## src/rtl/note_voice_scheduler.sv

```systemverilog
// Polyphonic tone controller: several voices share one combinational note divider table
// through a round-robin scheduler, and each voice runs its own square-wave divider.
module note_voice_scheduler #(
   parameter int NUM_VOICES = 4,
   parameter int CNT_W      = 20
) (
   input  logic                      clk,
   input  logic                      rst,
   input  logic [7*NUM_VOICES-1:0]   note_i,
   input  logic [NUM_VOICES-1:0]     note_valid_i,
   output logic [6:0]                table_note_o,
   input  logic [CNT_W-1:0]          table_max_i,
   output logic [NUM_VOICES-1:0]     wave_o,
   output logic [NUM_VOICES-1:0]     loaded_o,
   output logic                      busy_o
);

   localparam int PTR_W = $clog2(NUM_VOICES);

   logic [6:0]        note_reg [NUM_VOICES];
   logic [CNT_W-1:0]  period   [NUM_VOICES];
   logic [CNT_W-1:0]  cnt      [NUM_VOICES];
   logic [NUM_VOICES-1:0] pending;
   logic [PTR_W-1:0]  rr_ptr;
   logic [PTR_W-1:0]  grant_idx;
   logic              grant_valid;
   int                cand;

   // Walk the search order backwards so the candidate closest to rr_ptr wins.
   always_comb begin
      grant_valid = 1'b0;
      grant_idx   = '0;
      cand        = 0;
      for (int k = NUM_VOICES - 1; k >= 0; k--) begin
         cand = int'(rr_ptr) + k;
         if (cand >= NUM_VOICES) cand = cand - NUM_VOICES;
         if (pending[cand]) begin
            grant_valid = 1'b1;
            grant_idx   = PTR_W'(cand);
         end
      end
   end

   assign table_note_o = grant_valid ? note_reg[grant_idx] : 7'h00;
   assign busy_o       = |pending;

   always_ff @(posedge clk) begin
      if (rst) begin
         pending  <= '0;
         wave_o   <= '0;
         loaded_o <= '0;
         rr_ptr   <= '0;
         for (int v = 0; v < NUM_VOICES; v++) begin
            note_reg[v] <= 7'h00;
            period[v]   <= '0;
            cnt[v]      <= '0;
         end
      end else begin
         loaded_o <= '0;
         if (grant_valid) begin
            if (grant_idx == PTR_W'(NUM_VOICES - 1)) rr_ptr <= '0;
            else                                     rr_ptr <= grant_idx + 1'b1;
         end
         for (int v = 0; v < NUM_VOICES; v++) begin
            if (note_valid_i[v]) note_reg[v] <= note_i[7*v +: 7];
            if (grant_valid && grant_idx == PTR_W'(v)) begin
               // A strobe landing on the grant cycle keeps the voice pending for its new note.
               period[v]   <= table_max_i;
               cnt[v]      <= '0;
               wave_o[v]   <= 1'b0;
               loaded_o[v] <= 1'b1;
               pending[v]  <= note_valid_i[v];
            end else begin
               if (note_valid_i[v]) pending[v] <= 1'b1;
               if (period[v] == '0) begin
                  cnt[v]    <= '0;
                  wave_o[v] <= 1'b0;
               end else if (cnt[v] >= period[v]) begin
                  cnt[v]    <= '0;
                  wave_o[v] <= ~wave_o[v];
               end else begin
                  cnt[v]    <= cnt[v] + 1'b1;
               end
            end
         end
      end
   end

endmodule

```

## config.mk

```make
export PLATFORM = sky130hd
export DESIGN_NAME = note_voice_scheduler
export DESIGN_NICKNAME = d
export VERILOG_FILES = /design/src/rtl/note_voice_scheduler.sv
export SDC_FILE = /design/constraint.sdc
export NUM_CORES = 1
export LEC_CHECK = 0
export ABC_AREA = 0
export BUFFER_PORTS_ARGS = -buffer_cell sky130_fd_sc_hd__buf_4
export CORE_ASPECT_RATIO = 0.9
export CORE_UTILIZATION = 55
export DETAILED_ROUTE_END_ITERATION = 8
export GPL_TIMING_DRIVEN = 0
export HOLD_SLACK_MARGIN = 0.08
export MAX_ROUTING_LAYER = met4
export PLACE_DENSITY_LB_ADDON = 0.2
export SLEW_MARGIN = 20
export SYNTH_ARGS = -nofsm -noshare
export SYNTH_HDL_FRONTEND = slang
export SYNTH_SLANG_ARGS = --single-unit
```

## constraint.sdc

```tcl
create_clock -name clk -period 2.9 [get_ports clk]
set_input_delay 0.29 -clock clk [delete_from_list [all_inputs] [get_ports clk]]
set_output_delay 0.29 -clock clk [all_outputs]
set_load 0.01 [all_outputs]
```

==> flow_metrics.py, run 1 <==
metrics = {
    "routing": {
        "drt-wirelength-per-cell_um": 15.80,
        "drt_first_iter_violations": 456,
        "drt_pre_antenna_iters": 7,
        "vias_per_cell": 5.316,
        "drt.antenna.violating_nets": 0,
        "via_count": 7910,
        "finalWirelength_um": 23510,
        "drt_drc_violations_left": 4,
    },
    "power": {
        "cell_internal_pwr_mw": 5.963,
        "power.combinational.fraction": 0.188,
        "power.density_nw_per_um2": 611.4,
        "ir_worst_vdd_uv": 470.0,
        "switching_share": 0.2737,
        "netSwitchingPower_mw": 2.247,
        "power.total_mw": 8.209,
        "power.share.sequential": 0.466,
        "clock_group_share_of_total_power": 0.346,
        "static-leakage-power_nw": 5.830,
    },
    "global_routing": {
        "overflow": 0,
        "vias_in_the_first_global_route": 7645,
        "use_met2": 0.3889,
        "use_met3": 0.03958,
        "grt_antenna_before_repair": 0,
        "gr-max-usage-layer": "met2",
        "grtUsageMet1": 0.2956,
        "grt_start_max_net_pins": 22,
        "grt_usage": 0.2351,
        "wire_length_of_the_first_global_routing_pass_um": 37400,
    },
    "timing": {
        "relative_max_transition_margin": 0.5639,
        "fin_worst_skew_ns": 0.02012,
        "setup_viol": 0,
        "fmaxAchievable_ghz": 0.3651,
        "fin_crit_ns": 2.739,
        "final_hold_viol_count": 0,
        "report.final.slew_viol_count": 0,
        "fin_crit_sh": 0.9446,
        "worst_pin_slew_ns": 0.6541,
    },
    "clock_tree": {
        "cts-root-buf": "sky130_fd_sc_hd__clkbuf_16",
        "count_of_clock_tree_sinks": 202,
        "cts_made_buffers": 23,
        "clk-insertion-delay-late_ns": 0.52,
        "clock_tree_from_tritoncts": "yes",
        "cts-htree-levels": 1,
        "clk_path_buf_depth": 3,
        "clock_pin_slew_worst_setup_and_hold_paths_ns": 0.06,
    },
    "logic_synthesis": {
        "ys_ff_latch": 202,
        "post_synthesis_compound_gate_area_fraction": 0.05214,
        "synth_edf_count": 188,
        "postSynthCellCount": 1009,
        "yosysWarnings": 0,
        "synth_fa_ha_area_frac": 0.09868,
        "synthSimpleGateAreaFrac": 0.1950,
        "synth_area_per_cell_um2": 11.06,
        "synth.area.mux_share": 0.01346,
        "asyncSetResetFlopFracSynth": 0,
        "ys_seq_area_frac": 0.5311,
        "synth-xor-area-share": 0.05887,
        "synth_top_family_by_area": "simple AND/OR/NAND/NOR gates",
        "most_common_flop_cell_mapped_by_yosys": "sky130_fd_sc_hd__edfxtp_1",
        "synth_area_um2": 11160,
        "synthDistinctLibCells": 47,
    },
    "final_layout": {
        "drive_gt1_frac": 0.1249,
        "layout.nets": 1358,
        "number_of_inserted_filler_cells_in_the_final_layout": 1491,
        "layout.core_utilization": 0.6739,
        "area.growth.synth_to_final_pct": 20.34,
        "antenna-diode-count": 0,
    },
    "placed_design": {
        "dp.final_hpwl_um": 17000,
        "gpl.final_weighted_congestion": 0.8467,
        "io_buffer_count": 68,
    },
    "run_status": {
        "result_of_the_run": "finished with violations",
        "violated_checks": "design-rule violations",
    },
    "floorplan": {
        "initial_standard_cell_utilization_of_the_core": 0.5600,
        "chipWidth_um": 152.1,
        "rows": 49,
        "pin_count": 70,
        "die_y_um": 137.1,
        "design.die.area_um2": 20860,
        "placeableCoreArea_um2": 19930,
    },
    "min_path": {
        "worst_min_delay_path_category": "primary input to flop",
    },
    "setup_path": {
        "worst-endpoint-arrival_ns": 3.10,
        "crit_path_start_kind": "flop",
        "critical_path_peak_fanout": 21,
        "endpoint_kind_of_the_worst_setup_timing_path": "flop",
        "crit_path_required_time_ns": 3.26,
        "criticalPathCategory": "flop to flop",
    },
    "flow_run": {
        "maxCapViolCount": 0,
    },
}
## area by class of cell
type                       instances  area (µm²)  area share
buffer                            32       182.7     0.01360
inverter                         103       387.9     0.02889
sequential                       202        5927      0.4414
clock buffer                      33       673.1     0.05013
timing repair buffer             103       853.3     0.06355
tap                              255       319.1     0.02376
multi-input combinational        751        5015      0.3735
clock inverter                     9       70.07    0.005218
## power by group through the flow
stage,Combinational [mW],Clock (mW),Sequential [mW]
detailed placement,1.45,0,3.88
CTS,1.52,2.88,3.82
finish,1.54,2.84,3.83
global route,1.74,2.98,3.86
floorplan,1.03,0,3.80
global placement,1.41,0,3.88
## logic make-up (layout without fill, tap and decap cells)
group                    after synthesis  count (layout)
AO/OA/AOI/OAI                         90              90
XOR/XNOR                              75              75
adder cells (fa/ha/maj)               88              88
buffers and inverters                135             280
flip-flops                           202             202
multiplexers                          15              15
other                                  1              80
AND/OR/NAND/NOR                      403             403
## routing by layer
metal,up-vias,share of wire
met5,-,0
met4,0,0.029
met3,47,0.057
met2,199,0.47
met1,3732,0.45
li1,3932,-
## what timing repair did
action	4_1_cts	5_1_grt
buffers inserted	0	3
hold buffers	32	0
hold endpoints to repair	32	0
pin swaps	0	1
setup endpoints to repair	81	80
gates cloned	0	0
resized for setup	11	4
## synthesized netlist by cell type, types with 2 or more instances
master / n / area [µm²]
sky130_fd_sc_hd__a21o_1: 14 / 105.1
sky130_fd_sc_hd__or2_2: 4 / 25.02
sky130_fd_sc_hd__and4_1: 10 / 87.58
sky130_fd_sc_hd__nand4_1: 20 / 125.1
sky130_fd_sc_hd__nand3_1: 30 / 150.1
sky130_fd_sc_hd__mux2i_1: 15 / 150.1
sky130_fd_sc_hd__nand2b_1: 4 / 25.02
sky130_fd_sc_hd__nor2b_1: 6 / 37.54
sky130_fd_sc_hd__xnor2_1: 33 / 289.0
sky130_fd_sc_hd__and3_1: 94 / 588.1
sky130_fd_sc_hd__a21oi_1: 33 / 165.2
sky130_fd_sc_hd__o21ai_0: 10 / 50.05
sky130_fd_sc_hd__o22ai_1: 7 / 43.79
sky130_fd_sc_hd__and2_1: 37 / 231.5
sky130_fd_sc_hd__or2_4: 3 / 26.28
sky130_fd_sc_hd__xor2_1: 42 / 367.9
sky130_fd_sc_hd__clkbuf_1: 22 / 82.58
sky130_fd_sc_hd__nand3b_1: 2 / 15.01
sky130_fd_sc_hd__a31o_1: 3 / 26.28
sky130_fd_sc_hd__a22oi_1: 2 / 15.01
sky130_fd_sc_hd__edfxtp_1: 188 / 5645
sky130_fd_sc_hd__a221oi_1: 2 / 17.52
sky130_fd_sc_hd__a2111oi_0: 3 / 26.28
sky130_fd_sc_hd__nor3_1: 10 / 50.05
sky130_fd_sc_hd__nor4_1: 24 / 150.1
sky130_fd_sc_hd__buf_2: 3 / 15.01
sky130_fd_sc_hd__nor2_2: 22 / 137.6
sky130_fd_sc_hd__nand2_1: 41 / 153.9
sky130_fd_sc_hd__nor2_1: 92 / 345.3
sky130_fd_sc_hd__buf_6: 7 / 78.83
sky130_fd_sc_hd__ha_1: 88 / 1101
sky130_fd_sc_hd__a211o_1: 3 / 26.28
sky130_fd_sc_hd__o21a_1: 2 / 15.01
sky130_fd_sc_hd__inv_1: 102 / 382.9
sky130_fd_sc_hd__or3_1: 2 / 12.51
sky130_fd_sc_hd__dfxtp_1: 14 / 280.3
sky130_fd_sc_hd__o221ai_1: 2 / 17.52
sky130_fd_sc_hd__o211ai_1: 4 / 30.03
## per-stage QoR
step | setup slack [ns] | hold WS, ns | TNS [ns] | instances | area, µm²
floorplan | 0.07096 | 0.4074 | 0 | 1088 | 11450
global placement | -0.3362 | 0.4838 | -22.52 | 1411 | 12280
detailed placement | -0.4401 | 0.4988 | -27.91 | 1411 | 12280
CTS | 0.02093 | 0.1053 | 0 | 1485 | 13380
global route | -0.01024 | 0.1235 | -0.01577 | 1488 | 13430
finish | 0.1608 | 0.1291 | 0 | 1488 | 13430
## cells in the final DEF, fill, tap and decap left out, types with 20 or more instances in the layout
master                          Yosys  layout
sky130_fd_sc_hd__clkbuf_1          22      26
sky130_fd_sc_hd__nor4_1            24      24
sky130_fd_sc_hd__xnor2_1           33      33
sky130_fd_sc_hd__xor2_1            42      42
sky130_fd_sc_hd__edfxtp_1         188     188
sky130_fd_sc_hd__and3_1            94      94
sky130_fd_sc_hd__a21oi_1           33      32
sky130_fd_sc_hd__nand3_1           30      30
sky130_fd_sc_hd__nand4_1           20      20
sky130_fd_sc_hd__nor2_1            92      92
sky130_fd_sc_hd__nor2_2            22      22
sky130_fd_sc_hd__inv_1            102     102
sky130_fd_sc_hd__buf_4              0      71
sky130_fd_sc_hd__clkbuf_16          0      23
sky130_fd_sc_hd__dlygate4sd3_1      0      32
sky130_fd_sc_hd__ha_1              88      88
sky130_fd_sc_hd__conb_1             1      80
sky130_fd_sc_hd__and2_1            37      37
sky130_fd_sc_hd__nand2_1           41      41
## final timing paths
check / start / end / slack [ns] / cells past startpoint
worst max-delay path: pending[1] / cnt[3][17] / 0.16 / 12
worst min-delay path: table_max_i[0] / period[1][0] / 0.13 / 2
worst max register to register: pending[1] / cnt[3][17] / 0.16 / 12
worst min register to register: wave_o[2] / wave_o[2] / 0.50 / 2
## critical path, cell delays in order (launching register included)
cell                      delay (ns)
sky130_fd_sc_hd__dfxtp_1        0.40
sky130_fd_sc_hd__inv_1          0.08
sky130_fd_sc_hd__nand2_1        0.08
sky130_fd_sc_hd__a21oi_1        0.11
sky130_fd_sc_hd__o22ai_4        0.25
sky130_fd_sc_hd__buf_6          0.20
sky130_fd_sc_hd__inv_1          0.08
sky130_fd_sc_hd__ha_1           0.29
sky130_fd_sc_hd__a21o_4         0.33
sky130_fd_sc_hd__a31o_1         0.24
sky130_fd_sc_hd__or2_4          0.26
sky130_fd_sc_hd__buf_6          0.15
sky130_fd_sc_hd__nor2_2         0.10
Power figures use the tool's default switching activity.
==> run 2, diff against run 1 <==
- MAX_ROUTING_LAYER: met4 -> unset
==> flow_metrics.py, run 2 (same netlist as run 1, synthesis figures left out) <==
metrics = {
    "setup_path": {
        "crit_path_required_time_ns": 3.26,
        "crit_path_start_kind": "flop",
        "cp_slowest_stage_delay_ns": 0.40,
        "critPathSlowestCell": "sky130_fd_sc_hd__dfxtp_1",
        "critical_path_peak_fanout": 21,
        "endpoint_kind_of_the_worst_setup_timing_path": "flop",
        "r2r-end": "cnt[3][17]",
        "crit_path_cell_trace": "inv_1 -> nand2_1 -> a21oi_1 -> o22ai_4 -> buf_6 -> inv_1 -> ha_1 -> a21o_4 -> a31o_1 -> or2_4 -> buf_6 -> nor2_2",
        "r2r_start": "pending[1]",
        "criticalPathCategory": "flop to flop",
        "worst-endpoint-arrival_ns": 3.10,
        "rr_worst_depth": 12,
        "r2r_setup_slack_ns": 0.16,
    },
    "timing": {
        "fin_crit_sh": 0.9434,
        "report.final.slew_viol_count": 0,
        "setup_slack_ns": 0.1643,
        "final_hold_viol_count": 0,
        "fin_worst_skew_ns": 0.01829,
        "worst_pin_slew_ns": 0.6656,
        "setup_viol": 0,
        "totalNegativeSetupSlack_ns": 0,
        "fin_crit_ns": 2.736,
        "relative_max_transition_margin": 0.5563,
        "fmaxAchievable_ghz": 0.3655,
    },
    "global_routing": {
        "overflow": 0,
        "wire_length_of_the_first_global_routing_pass_um": 37430,
        "grt_usage": 0.2281,
        "grt_start_max_net_pins": 22,
        "vias_in_the_first_global_route": 7638,
        "grt_antenna_before_repair": 0,
    },
    "placed_design": {
        "gpl.final_weighted_congestion": 0.8339,
        "dp.final_hpwl_um": 17000,
        "place_worst_setup_slack_ns": -0.4401,
        "io_buffer_count": 68,
        "dp_cell_count": 1411,
    },
    "clock_tree": {
        "count_of_clock_tree_sinks": 202,
        "cts-htree-levels": 1,
        "clk_path_buf_depth": 3,
        "clk-insertion-delay-late_ns": 0.51,
        "cts_made_buffers": 23,
        "cts-root-buf": "sky130_fd_sc_hd__clkbuf_16",
        "clock_pin_slew_worst_setup_and_hold_paths_ns": 0.06,
        "clock_tree_from_tritoncts": "yes",
    },
    "final_layout": {
        "layout_commonest_cell": "sky130_fd_sc_hd__edfxtp_1",
        "layout.nets": 1358,
        "final-instance-count-excl-fill": 1488,
        "layout_common_cells": "188 x sky130_fd_sc_hd__edfxtp_1, 102 x sky130_fd_sc_hd__inv_1, 94 x sky130_fd_sc_hd__and3_1",
        "antenna-diode-count": 0,
        "area.growth.synth_to_final_pct": 20.34,
        "drive_gt1_frac": 0.1249,
    },
    "power": {
        "ir_worst_vdd_uv": 471.2,
        "static-leakage-power_nw": 5.830,
        "power.total_mw": 8.205,
        "power.density_nw_per_um2": 611.0,
    },
    "min_path": {
        "hold_start": "table_max_i[0]",
        "hold_end": "period[1][0]",
        "worst_min_delay_path_category": "primary input to flop",
        "hold_path_depth": 2,
    },
    "routing": {
        "drt_first_iter_violations": 450,
        "drt_pre_antenna_iters": 7,
        "drt-wirelength-per-cell_um": 15.81,
        "drt_drc_violations_left": 4,
        "vias_per_cell": 5.310,
        "via_count": 7901,
        "finalWirelength_um": 23520,
        "drt.antenna.violating_nets": 0,
    },
    "floorplan": {
        "pin_count": 70,
        "design.die.area_um2": 20860,
        "rows": 49,
        "initial_standard_cell_utilization_of_the_core": 0.5600,
        "die_y_um": 137.1,
        "chipWidth_um": 152.1,
        "placeableCoreArea_um2": 19930,
    },
    "flow_run": {
        "maxCapViolCount": 0,
    },
    "run_status": {
        "result_of_the_run": "finished with violations",
        "violated_checks": "design-rule violations",
    },
}
run 2: cell counts in the layout (fill, tap and decap cells not counted):
Identical to the previous run, type by type.
run 2: stage by stage:
stage            util  cell area (µm²)  hold slack (ns)
2_1_floorplan       -            11450           0.4074
3_3_place_gp   0.6165            12280           0.4838
3_5_place_dp   0.6165            12280           0.4988
4_1_cts        0.6717            13380           0.1053
5_1_grt        0.6739            13430           0.1235
6_report       0.6739            13430           0.1316
run 2: cell type report:
| type | instances | area (µm²) |
|---|---|---|
| plain buffers | 32 | 182.7 |
| clock buffers | 33 | 673.1 |
| clock inverters | 9 | 70.07 |
| fillers | 1491 | 6497 |
| inverters | 103 | 387.9 |
| multi-input cells | 751 | 5015 |
| flip-flops and latches | 202 | 5927 |
| well taps | 255 | 319.1 |
| repair buffers | 103 | 853.3 |
run 2: power breakdown:
group	internal, mW	leakage [nW]	switching [mW]	total [mW]
registers	3.58	2.09	0.250	3.83
clock network	1.70	0.370	1.14	2.84
logic	0.691	3.37	0.853	1.54
total	5.96	5.83	2.24	8.21
run 2: worst max-delay path: cells and delay by family (launching register included):
family / cells / cell delay, ns
fa+ha+maj: 1 / 0.29
flops: 1 / 0.40
simple gates: 3 / 0.44
compound gates: 4 / 0.93
buf+inv: 4 / 0.51
run 2: per-layer routing:
layer / track usage / part of all wire
met5: 0 / 0
met3: 0.04243 / 0.057
met2: 0.3889 / 0.47
met4: 0.07993 / 0.029
met1: 0.2937 / 0.44
run 2: worst max-delay path by stage:
stage | start | end | slack, ns | cells past startpoint
3_3_place_gp | pending[0] | cnt[1][19] | -0.34 | 11
2_1_floorplan | rr_ptr[1] | cnt[3][15] | 0.07 | 12
4_1_cts | rr_ptr[1] | cnt[2][19] | 0.02 | 13
6_report | pending[1] | cnt[3][17] | 0.16 | 12
3_5_place_dp | pending[0] | cnt[1][19] | -0.44 | 11
5_1_grt | pending[1] | cnt[0][16] | -0.01 | 10
run 2: what timing repair did:
item / in CTS / in global routing
gates resized for setup: 11 / 4
endpoints found under the hold margin: 32 / 0
setup buffers: 0 / 3
pin swaps: 0 / 1
hold buffers: 32 / 0
setup endpoints to repair: 81 / 80
==> run 3, diff against run 2 <==
- SETUP_SLACK_MARGIN: unset -> 0.4
==> flow_metrics.py, run 3 (same netlist as run 1, synthesis figures left out) <==
metrics = {
    "floorplan": {
        "placeableCoreArea_um2": 19930,
        "rows": 49,
        "pin_count": 70,
        "design.die.area_um2": 20860,
        "initial_standard_cell_utilization_of_the_core": 0.5600,
        "chipWidth_um": 152.1,
        "die_y_um": 137.1,
    },
    "timing": {
        "totalNegativeSetupSlack_ns": 0,
        "fin_crit_sh": 0.8550,
        "report.final.slew_viol_count": 0,
        "grt_setup_unrepaired": "yes",
        "fmaxAchievable_ghz": 0.4033,
        "relative_max_transition_margin": 0.3791,
        "setup_viol": 0,
        "fin_worst_skew_ns": 0.01718,
        "final_hold_viol_count": 0,
        "worst_pin_slew_ns": 0.9313,
        "fin_crit_ns": 2.480,
    },
    "setup_path": {
        "endpoint_kind_of_the_worst_setup_timing_path": "output pin",
        "criticalPathCategory": "flop to output pin",
        "crit_path_start_kind": "flop",
        "critical_path_peak_fanout": 5,
        "crit_path_required_time_ns": 2.61,
        "rr_worst_depth": 11,
        "worst-endpoint-arrival_ns": 2.19,
    },
    "power": {
        "static-leakage-power_nw": 5.907,
        "ir_worst_vdd_uv": 374.3,
        "power.density_nw_per_um2": 600.2,
    },
    "routing": {
        "via_count": 8050,
        "finalWirelength_um": 23890,
        "vias_per_cell": 5.328,
        "drt_drc_violations_left": 4,
        "drt-wirelength-per-cell_um": 15.81,
        "drt_first_iter_violations": 452,
        "drt.antenna.violating_nets": 0,
        "drt_pre_antenna_iters": 7,
    },
    "final_layout": {
        "drive_gt1_frac": 0.1475,
        "layout_common_cells": "188 x sky130_fd_sc_hd__edfxtp_1, 102 x sky130_fd_sc_hd__inv_1, 94 x sky130_fd_sc_hd__and3_1",
        "area.growth.synth_to_final_pct": 22.17,
        "final-instance-count-excl-fill": 1511,
        "number_of_inserted_filler_cells_in_the_final_layout": 1525,
        "layout.nets": 1379,
        "layout_commonest_cell": "sky130_fd_sc_hd__edfxtp_1",
    },
    "placed_design": {
        "dp.final_hpwl_um": 16990,
        "io_buffer_count": 68,
        "gpl.final_weighted_congestion": 0.8088,
        "dp_cell_count": 1411,
    },
    "clock_tree": {
        "cts-root-buf": "sky130_fd_sc_hd__clkbuf_16",
        "count_of_clock_tree_sinks": 202,
        "cts_made_buffers": 23,
        "clk-insertion-delay-late_ns": 0.51,
        "clk_path_buf_depth": 3,
        "cts-htree-levels": 1,
        "clock_tree_from_tritoncts": "yes",
        "clock_pin_slew_worst_setup_and_hold_paths_ns": 0.06,
    },
    "global_routing": {
        "grt_usage": 0.2304,
        "grt_antenna_before_repair": 0,
        "grt_start_max_net_pins": 22,
        "vias_in_the_first_global_route": 7719,
        "wire_length_of_the_first_global_routing_pass_um": 37840,
        "overflow": 0,
    },
    "run_status": {
        "result_of_the_run": "finished with violations",
        "violated_checks": "design-rule violations",
    },
    "min_path": {
        "hold_path_depth": 2,
        "worst_min_delay_path_category": "primary input to flop",
    },
    "flow_run": {
        "maxCapViolCount": 0,
    },
}
## run 3: cell count changes in the layout (fill, tap and decap cells not counted), moves of 3 or more
| cell | delta |
|---|---|
| sky130_fd_sc_hd__buf_4 | +18 |
| sky130_fd_sc_hd__a21o_2 | +4 |
| sky130_fd_sc_hd__clkinv_1 | +4 |
| sky130_fd_sc_hd__clkbuf_8 | -6 |
| sky130_fd_sc_hd__dfxtp_1 | -3 |
| sky130_fd_sc_hd__ha_1 | -4 |
## run 3: timing repair
action,in CTS,in global routing
buffers inserted,3,17
pin swaps,5,6
endpoints found under the setup margin,85,87
endpoints found under the hold margin,32,0
hold buffers,32,0
gates resized for setup,9,17
gates cloned,3,1
## run 3: cell type report
class / instances / area, µm² / share of cell area
timing repair buffer: 120 / 984.7 / 0.07224
clock buffer: 25 / 583.1 / 0.04277
inverter: 103 / 391.6 / 0.02873
buffer: 32 / 191.4 / 0.01404
sequential: 202 / 5933 / 0.4352
multi-input combinational: 755 / 5112 / 0.3750
antenna: 2 / 5.005 / 0.0003671
clock inverter: 17 / 111.4 / 0.008169
tap: 255 / 319.1 / 0.02341
## run 3: where the power goes
group,internal [mW],switching [mW]
Sequential,3.58,0.250
Combinational,0.774,0.898
Clock,1.54,1.14
## run 3: final timing paths
kind	from	endpoint	slack, ns
setup reg to reg	pending[0]	cnt[0][5]	0.42
hold / removal	table_max_i[19]	period[2][19]	0.12
setup / recovery	pending[0]	table_note_o[2]	0.42
hold reg to reg	wave_o[2]	wave_o[2]	0.49
## run 3: worst max-delay path, stage by stage, from the launching register on
cell and delay, ns:
sky130_fd_sc_hd__dfxtp_2 0.34, sky130_fd_sc_hd__inv_1 0.07, sky130_fd_sc_hd__nor2_1 0.06, sky130_fd_sc_hd__a211o_1 0.30
sky130_fd_sc_hd__a21oi_4 0.24, sky130_fd_sc_hd__clkinv_4 0.11, sky130_fd_sc_hd__buf_4 0.15, sky130_fd_sc_hd__o22ai_1 0.23
sky130_fd_sc_hd__buf_4 0.17
## run 3: metal layers
layer	vias up	wire length (µm)	global-route usage
met5	-	0	0
met4	0	740	0.08333
met3	53	1554	0.04528
met2	227	11120	0.3812
met1	3782	10480	0.3037
li1	3988	-	-
## run 3: metrics by stage
step,utilization,setup slack [ns],hold slack (ns),area (µm²),power (mW)
floorplan,-,0.4270,0.4073,11490,4.847
global placement,0.6183,0.1306,0.4836,12320,5.300
detailed placement,0.6183,0.07244,0.4861,12320,5.352
CTS,0.6737,0.3817,0.1009,13420,8.113
global route,0.6839,0.3172,0.1161,13630,8.567
finish,0.6841,0.4204,0.1241,13630,8.181
